===== config.mk =====
export PLATFORM = sky130hd
export DESIGN_NAME = byte_serial_adder_ctrl
export DESIGN_NICKNAME = d
export VERILOG_FILES = /design/src/rtl/byte_serial_adder_ctrl.sv
export SDC_FILE = /design/constraint.sdc
export NUM_CORES = 1
export LEC_CHECK = 0
export ABC_AREA = 1
export CAP_MARGIN = 20
export CORE_ASPECT_RATIO = 0.6
export CORE_MARGIN = 2
export CORE_UTILIZATION = 49
export CTS_BUF_LIST = sky130_fd_sc_hd__clkbuf_4
export DETAILED_ROUTE_END_ITERATION = 16
export PLACE_DENSITY = 0.82
export SETUP_SLACK_MARGIN = 0.15
export SLEW_MARGIN = 20
export SYNTH_ARGS = -nofsm -noshare
export SYNTH_HDL_FRONTEND = slang
export SYNTH_SLANG_ARGS = --single-unit

===== constraint.sdc =====
create_clock -name clk -period 2.1 [get_ports clk]
set_input_delay 0.42 -clock clk [delete_from_list [all_inputs] [get_ports clk]]
set_output_delay 0.42 -clock clk [all_outputs]
set_load 0.1 [all_outputs]

===== src/rtl/byte_serial_adder_ctrl.sv =====
// Byte-serial adder controller: sequences NBYTES byte additions through an external
// 8-bit adder, rippling the carry through a register, and returns {carry, sum}.
module byte_serial_adder_ctrl #(
  parameter int NBYTES = 4
) (
  input  logic                clk,
  input  logic                rst,
  input  logic                in_valid,
  output logic                in_ready,
  input  logic [8*NBYTES-1:0] op_a,
  input  logic [8*NBYTES-1:0] op_b,
  input  logic                op_cin,
  output logic                out_valid,
  input  logic                out_ready,
  output logic [8*NBYTES:0]   out_sum,
  output logic                busy,
  output logic [7:0]          add_a,
  output logic [7:0]          add_b,
  output logic                add_cin,
  input  logic [8:0]          add_sum,
  output logic [1:0]          o_dbg_state
);

  // Handshakes: a transfer happens on a rising edge where valid && ready are both
  // high; the producer holds its payload stable while valid is high and ready is low.

  localparam int W  = 8 * NBYTES;
  localparam int IW = (NBYTES > 1) ? $clog2(NBYTES) : 1;
  localparam logic [IW-1:0] LAST_IDX = IW'(NBYTES - 1);

  typedef enum logic [1:0] {
    S_IDLE = 2'd0,
    S_RUN  = 2'd1,
    S_DONE = 2'd2
  } state_t;

  state_t         r_state;
  state_t         w_next;
  logic [W-1:0]   r_a;
  logic [W-1:0]   r_b;
  logic [W-1:0]   r_res;
  logic           r_carry;
  logic [IW-1:0]  r_idx;
  logic           w_accept;
  logic           w_last;
  logic           w_run;
  logic [7:0]     w_byte_a;
  logic [7:0]     w_byte_b;

  assign in_ready    = (r_state == S_IDLE) && !rst;
  assign w_accept    = in_valid && in_ready;
  assign w_last      = (r_idx == LAST_IDX);
  // Adder inputs are forced to zero during reset even before the state register clears.
  assign w_run       = (r_state == S_RUN) && !rst;
  assign busy        = (r_state == S_RUN) || (r_state == S_DONE);
  assign out_valid   = (r_state == S_DONE);
  assign out_sum     = {r_carry, r_res};
  assign o_dbg_state = r_state;

  always_comb begin
    w_byte_a = 8'd0;
    w_byte_b = 8'd0;
    for (int k = 0; k < NBYTES; k++) begin
      if (r_idx == IW'(k)) begin
        w_byte_a = r_a[8*k +: 8];
        w_byte_b = r_b[8*k +: 8];
      end
    end
  end

  assign add_a   = w_run ? w_byte_a : 8'd0;
  assign add_b   = w_run ? w_byte_b : 8'd0;
  assign add_cin = w_run ? r_carry  : 1'b0;

  always_comb begin
    w_next = r_state;
    case (r_state)
      S_IDLE:  if (w_accept)  w_next = S_RUN;
      S_RUN:   if (w_last)    w_next = S_DONE;
      S_DONE:  if (out_ready) w_next = S_IDLE;
      default: w_next = S_IDLE;
    endcase
  end

  always_ff @(posedge clk) begin
    if (rst) begin
      r_state <= S_IDLE;
      r_a     <= '0;
      r_b     <= '0;
      r_res   <= '0;
      r_carry <= 1'b0;
      r_idx   <= '0;
    end else begin
      r_state <= w_next;
      case (r_state)
        S_IDLE: begin
          if (w_accept) begin
            r_a     <= op_a;
            r_b     <= op_b;
            r_res   <= '0;
            r_carry <= op_cin;
            r_idx   <= '0;
          end
        end
        S_RUN: begin
          for (int k = 0; k < NBYTES; k++) begin
            if (r_idx == IW'(k)) r_res[8*k +: 8] <= add_sum[7:0];
          end
          r_carry <= add_sum[8];
          // Index parks on the last byte so it never wraps past NBYTES-1.
          if (!w_last) r_idx <= r_idx + 1'b1;
        end
        default: ;
      endcase
    end
  end

endmodule


# Word level (Yosys, flattened, before mapping)
# Cells that the tools add are included.
[totals]
elab_cells = 64
reg_bits = 101
input_bits = 78
output_inout_bits = 55
[op_classes]
muxes = 26
eq_ne = 12
n_reduce_logical = 16
n_addsub = 1
[ops]
columns = ["operator", "count"]
rows = [
  ["$mux W8", 14],
  ["$pmux W32 S2", 1],
  ["$mux W32", 1],
  ["$reduce_and A3 Y1", 6],
  ["$mux W2", 5],
  ["$ne A2 B1 Y1 const B", 4],
  ["$eq A2 B2 Y1 const B", 3],
  ["$ne A2 B2 Y1 const B", 3],
  ["$pmux W2 S3", 1],
  ["$eq A2 B1 Y1 const B", 2],
  ["$logic_not A2 Y1", 2],
  ["$pmux W2 S2", 1],
  ["$reduce_and A2 Y1", 2],
  ["$logic_and A1 B1 Y1", 3],
  ["$add A2 B1 Y2 const B", 1],
  ["$mux W1", 2],
  ["$pmux W1 S2", 1],
  ["$reduce_bool A2 Y1", 1],
  ["$logic_not A1 Y1", 1],
  ["$logic_or A1 B1 Y1", 1],
]

# Longest topological paths before layout
# Gate-level depths: netlist (run 1).
[logic_depth]
depth_word = 6
mapped_depth = 10
mapped_depth_nobuf = 9

# Worst setup path before layout (run 1)
# Ideal clock, no wire load.
[synth_path]
path_type = "register -> output"
from = "register r_state[0], in the netlist o_dbg_state[0]"
to = "output port add_b[0]"
path_stages_with_launch = 7
path_slack_ns = -1.575
path_buffers = 1
arrival_time_ns = 3.255
path_cell_list = "dfxtp_1 -> ha_1 -> nand2_2 -> inv_1 -> buf_4 -> o21ai_0 -> a21oi_1"
[synth_between]
elab_chain_cells = 3
[synth_rtl]
columns = ["element", "line_no", "source"]
rows = [
  ["start: declaration", "37", "state_t r_state;"],
  ["start signal: assignment", "94", "r_state <= w_next;"],
  ["$eq A2 B1 Y1", "54", "assign w_run = (r_state == S_RUN) && !rst;"],
  ["$logic_and A1 B1 Y1", "54", ""],
  ["$mux W8", "72", "assign add_b = w_run ? w_byte_b : 8'd0;"],
  ["end: declaration", "18", "output logic [7:0] add_b,"],
]
# Every way passes these cells.

# Final worst setup path (run 1)
[layout_path]
from = "register r_idx[0]"
to = "output port add_a[3]"
[layout_between]
elab_chain_cells = 6
elab_cells_between_ends = 9
[layout_rtl]
columns = ["element", "line_no", "source"]
rows = [
  ["start: declaration", "43", "logic [IW-1:0] r_idx;"],
  ["start signal: assignment", "111", "if (!w_last) r_idx <= r_idx + 1'b1;"],
  ["$logic_not A2 Y1", "64", "if (r_idx == IW'(k)) begin"],
  ["$mux W8 (3 in a row)", "64", ""],
  ["$mux W8 *", "64", ""],
  ["$mux W8 *", "71", "assign add_a = w_run ? w_byte_a : 8'd0;"],
  ["end: declaration", "17", "output logic [7:0] add_a,"],
]
# Mark *: on every way between the ends. The rest lies on a longest branch, timed or not.

==> reports/qor.yml, run 1 <==
outcome: "complete, but fails checks"
post-route-min-period_ns: 2.35
violations: "negative setup slack"
grt_max_degree: 100
critPathKind: "flip-flop to output port"
fmax_mhz: 425
synthCells: 676
slowest_stage: "dfxtp_4"
slew_violations: 0
post-route-period-util_pct: 112
synth_edf_count: 0
cp_common_cell: "nand2_1"
clk_pin_slew_worst_paths_ns: 0.14
cts_num_sinks: 101
startpoint_type: "flip-flop"
ys.flop_type: "dfxtp_1"
num_rows: 27
worst_ep_required_time_ns: 1.68
drtIter0Drc: 453
chipHeight_um: 79.6
drive_gt1_share_pct: 21.1
grt_pass1_wl_mm: 24.0
multi_input_area_um2: 2560
routabilityCongestion: 0.889
p_leak_nw: 3.15
overflow: 0
yosysUniqueCellTypes: 22
via_per_inst: 5.46
worst_slew_pin_slew_ns: 0.648
yosysSeqAreaShare_pct: 43.3
drt-total-wl_mm: 15.5
dpl.hpwl_mm: 10.2
cts_tree: "done"
fin_setup_tns_ns: -3.19
portBuffers: 132
peakVddDrop_uv: 1210
setup_viol: 16
drc_errors: 0
ctsHoldBuffers: 0
rsz0062_at_grt: "yes"
fin_skew_ns: 0.0165
antenna_found_initial: 1
async_reset_ff_share_pct: 0
ys_ff_latch: 101
numCtsBuffers: 9
rrSetupSlack_ns: 0.26
endpoint_kind: "output port"
ys_top_cells_by_area: "dfxtp_1 43%, nand3_1 16%, nand2_1 13%"
yosys.area.top_type: "dfxtp_1"
core_um2: 9220
yosysTopAreaCellShare_pct: 43.3
maxCapViolCount: 0
hp-class: "input port to flip-flop"
ios: 133
die_w_um: 130
fill_cells: 697
synth_common_cells: "167 x nand2_1, 154 x nand3_1, 101 x dfxtp_1"
clk_latency_ns: 0.45
grt_pass1_vias: 4791
worstPathMaxFanout: 14
crit_family: "buffers and inverters"
vias: 5132
hold_viol_final: 0
ant_nets: 0
cpPeakStageDelay_ns: 0.40
hold_ws_ns: 0.402
ff_latch_area_um2: 2040
die_area_um2: 10400
start_util_pct: 50.7
setup_ws_ns: -0.251
relSlewSlack_pct: 56.8
synth.most_common_cell: "nand2_1"
syn_avg_cell_area_um2: 6.91
netlist_area_um2: 4670
cp.arrival_ns: 1.93
cts_buffer_depth: 2
critPathBufInv: 3
cts_max_level: 3
syn_nets: 762
first_pass_iters: 5
final_nets: 887
yosysWarnings: 0
synthToLayoutAreaGrowth_pct: 46.9
ctsRootBufferMaster: "clkbuf_4"
powerDensity_nw_per_um2: 1440
grt_use_total_pct: 30.0
cp_cell_sequence: "buf_6 > ha_4 > inv_8 > nand3_1 > nand2_1 > nand2_1 > a21oi_4 > buf_12"
wl_per_cell_um: 16.5
stage by stage:
stage | util, % | power [mW] | setup WS (ns) | std cells | area [um^2]
after CTS | 73.8 | 9.72 | -0.244 | 934 | 6810
after global placement | 69.7 | 8.35 | -0.0157 | 905 | 6430
final | 74.4 | 9.87 | -0.251 | 940 | 6870
after global routing | 74.4 | 10.4 | -0.312 | 940 | 6870
after floorplan | - | 7.19 | 0.0289 | 676 | 4970
after detailed placement | 69.7 | 8.49 | -0.0404 | 905 | 6430
metal layers:
layer	vias up	share of wire [%]	track usage [%]
met3	31	11	9.25
met4	0	2.0	10.5
met5	-	0	0
met1	2387	42	40.1
li1	2446	-	-
met2	268	44	46.0
repair_timing:
item / in CTS / in global routing
pin swaps: 21 / 7
endpoints found under the setup margin: 18 / 21
setup buffers: 10 / 2
resized for setup: 35 / 11
cloned: 3 / 0
worst paths after layout:
kind                                 endpoint  cells after the start                   startpoint
setup / recovery                     add_a[3]                      8        r_idx[0]$_SDFFE_PP0P_
hold / removal           r_b[14]$_SDFFE_PP0P_                      3                     in_valid
hold reg to reg          r_b[14]$_SDFFE_PP0P_                      2         r_b[14]$_SDFFE_PP0P_
setup reg to reg  o_dbg_state[1]$_SDFFE_PP0P_                     10  o_dbg_state[1]$_SDFFE_PP0P_
registers in the layout, indices dropped and copies added (netlist names):
register / count
o_dbg_state: 2
r_a: 32
r_b: 32
r_carry: 1
r_idx: 2
r_res: 32
power breakdown:
part	switching [mW]	leakage (nW)	total, mW	internal (mW)
Sequential	0.301	0.834	2.73	2.43
Combinational	4.45	2.24	6.15	1.70
Clock	0.631	0.0732	0.997	0.366
Total	5.38	3.15	9.87	4.50
final cells by class:
class,count,share of cell area [%]
inverters,43,2.77
flip-flops and latches,101,29.7
multi-input cells,484,37.3
diodes,4,0.146
well taps,130,2.37
clock buffers,10,1.09
repair buffers,161,25.8
clock inverters,6,0.765
repair inverters,1,0.164
worst reg2reg max path: stages (launching register included):
cell	delay, ns
dfxtp_4	0.38
inv_4	0.06
buf_6	0.09
buf_6	0.09
ha_4	0.15
buf_4	0.16
nand3_2	0.21
buf_4	0.27
a21oi_1	0.22
nor2_1	0.07
nor2_1	0.08
layout by cell type, fill, tap and decap left out, drive strengths merged, types with 3 or more instances in the layout:
| cell | count |
|---|---|
| nand3 | 155 |
| a21oi | 36 |
| clkdlybuf4s50 | 76 |
| diode | 4 |
| clkbuf | 10 |
| o21ai | 17 |
| ha | 8 |
| buf | 85 |
| nor2 | 83 |
| o211ai | 12 |
| dfxtp | 101 |
| or2 | 3 |
| inv | 44 |
| clkinv | 4 |
| nand2 | 170 |
kinds of logic (layout without fill, tap and decap cells):
family	Yosys count	in the layout	synth area share [%]
AND/OR/NAND/NOR	411	411	38.1
flip-flops	101	101	43.3
buffers and inverters	91	221	8.59
AO/OA/AOI/OAI	65	65	7.93
adder cells (fa/ha/maj)	8	8	2.14
other	0	4	0
Power figures use the tool's default switching activity.
==> inputs of run 2 (changes only) <==
HOLD_SLACK_MARGIN = 0.03   (was unset)
==> results of run 2 <==
The final DEF is identical to that of run 1; final timing and power are the same.
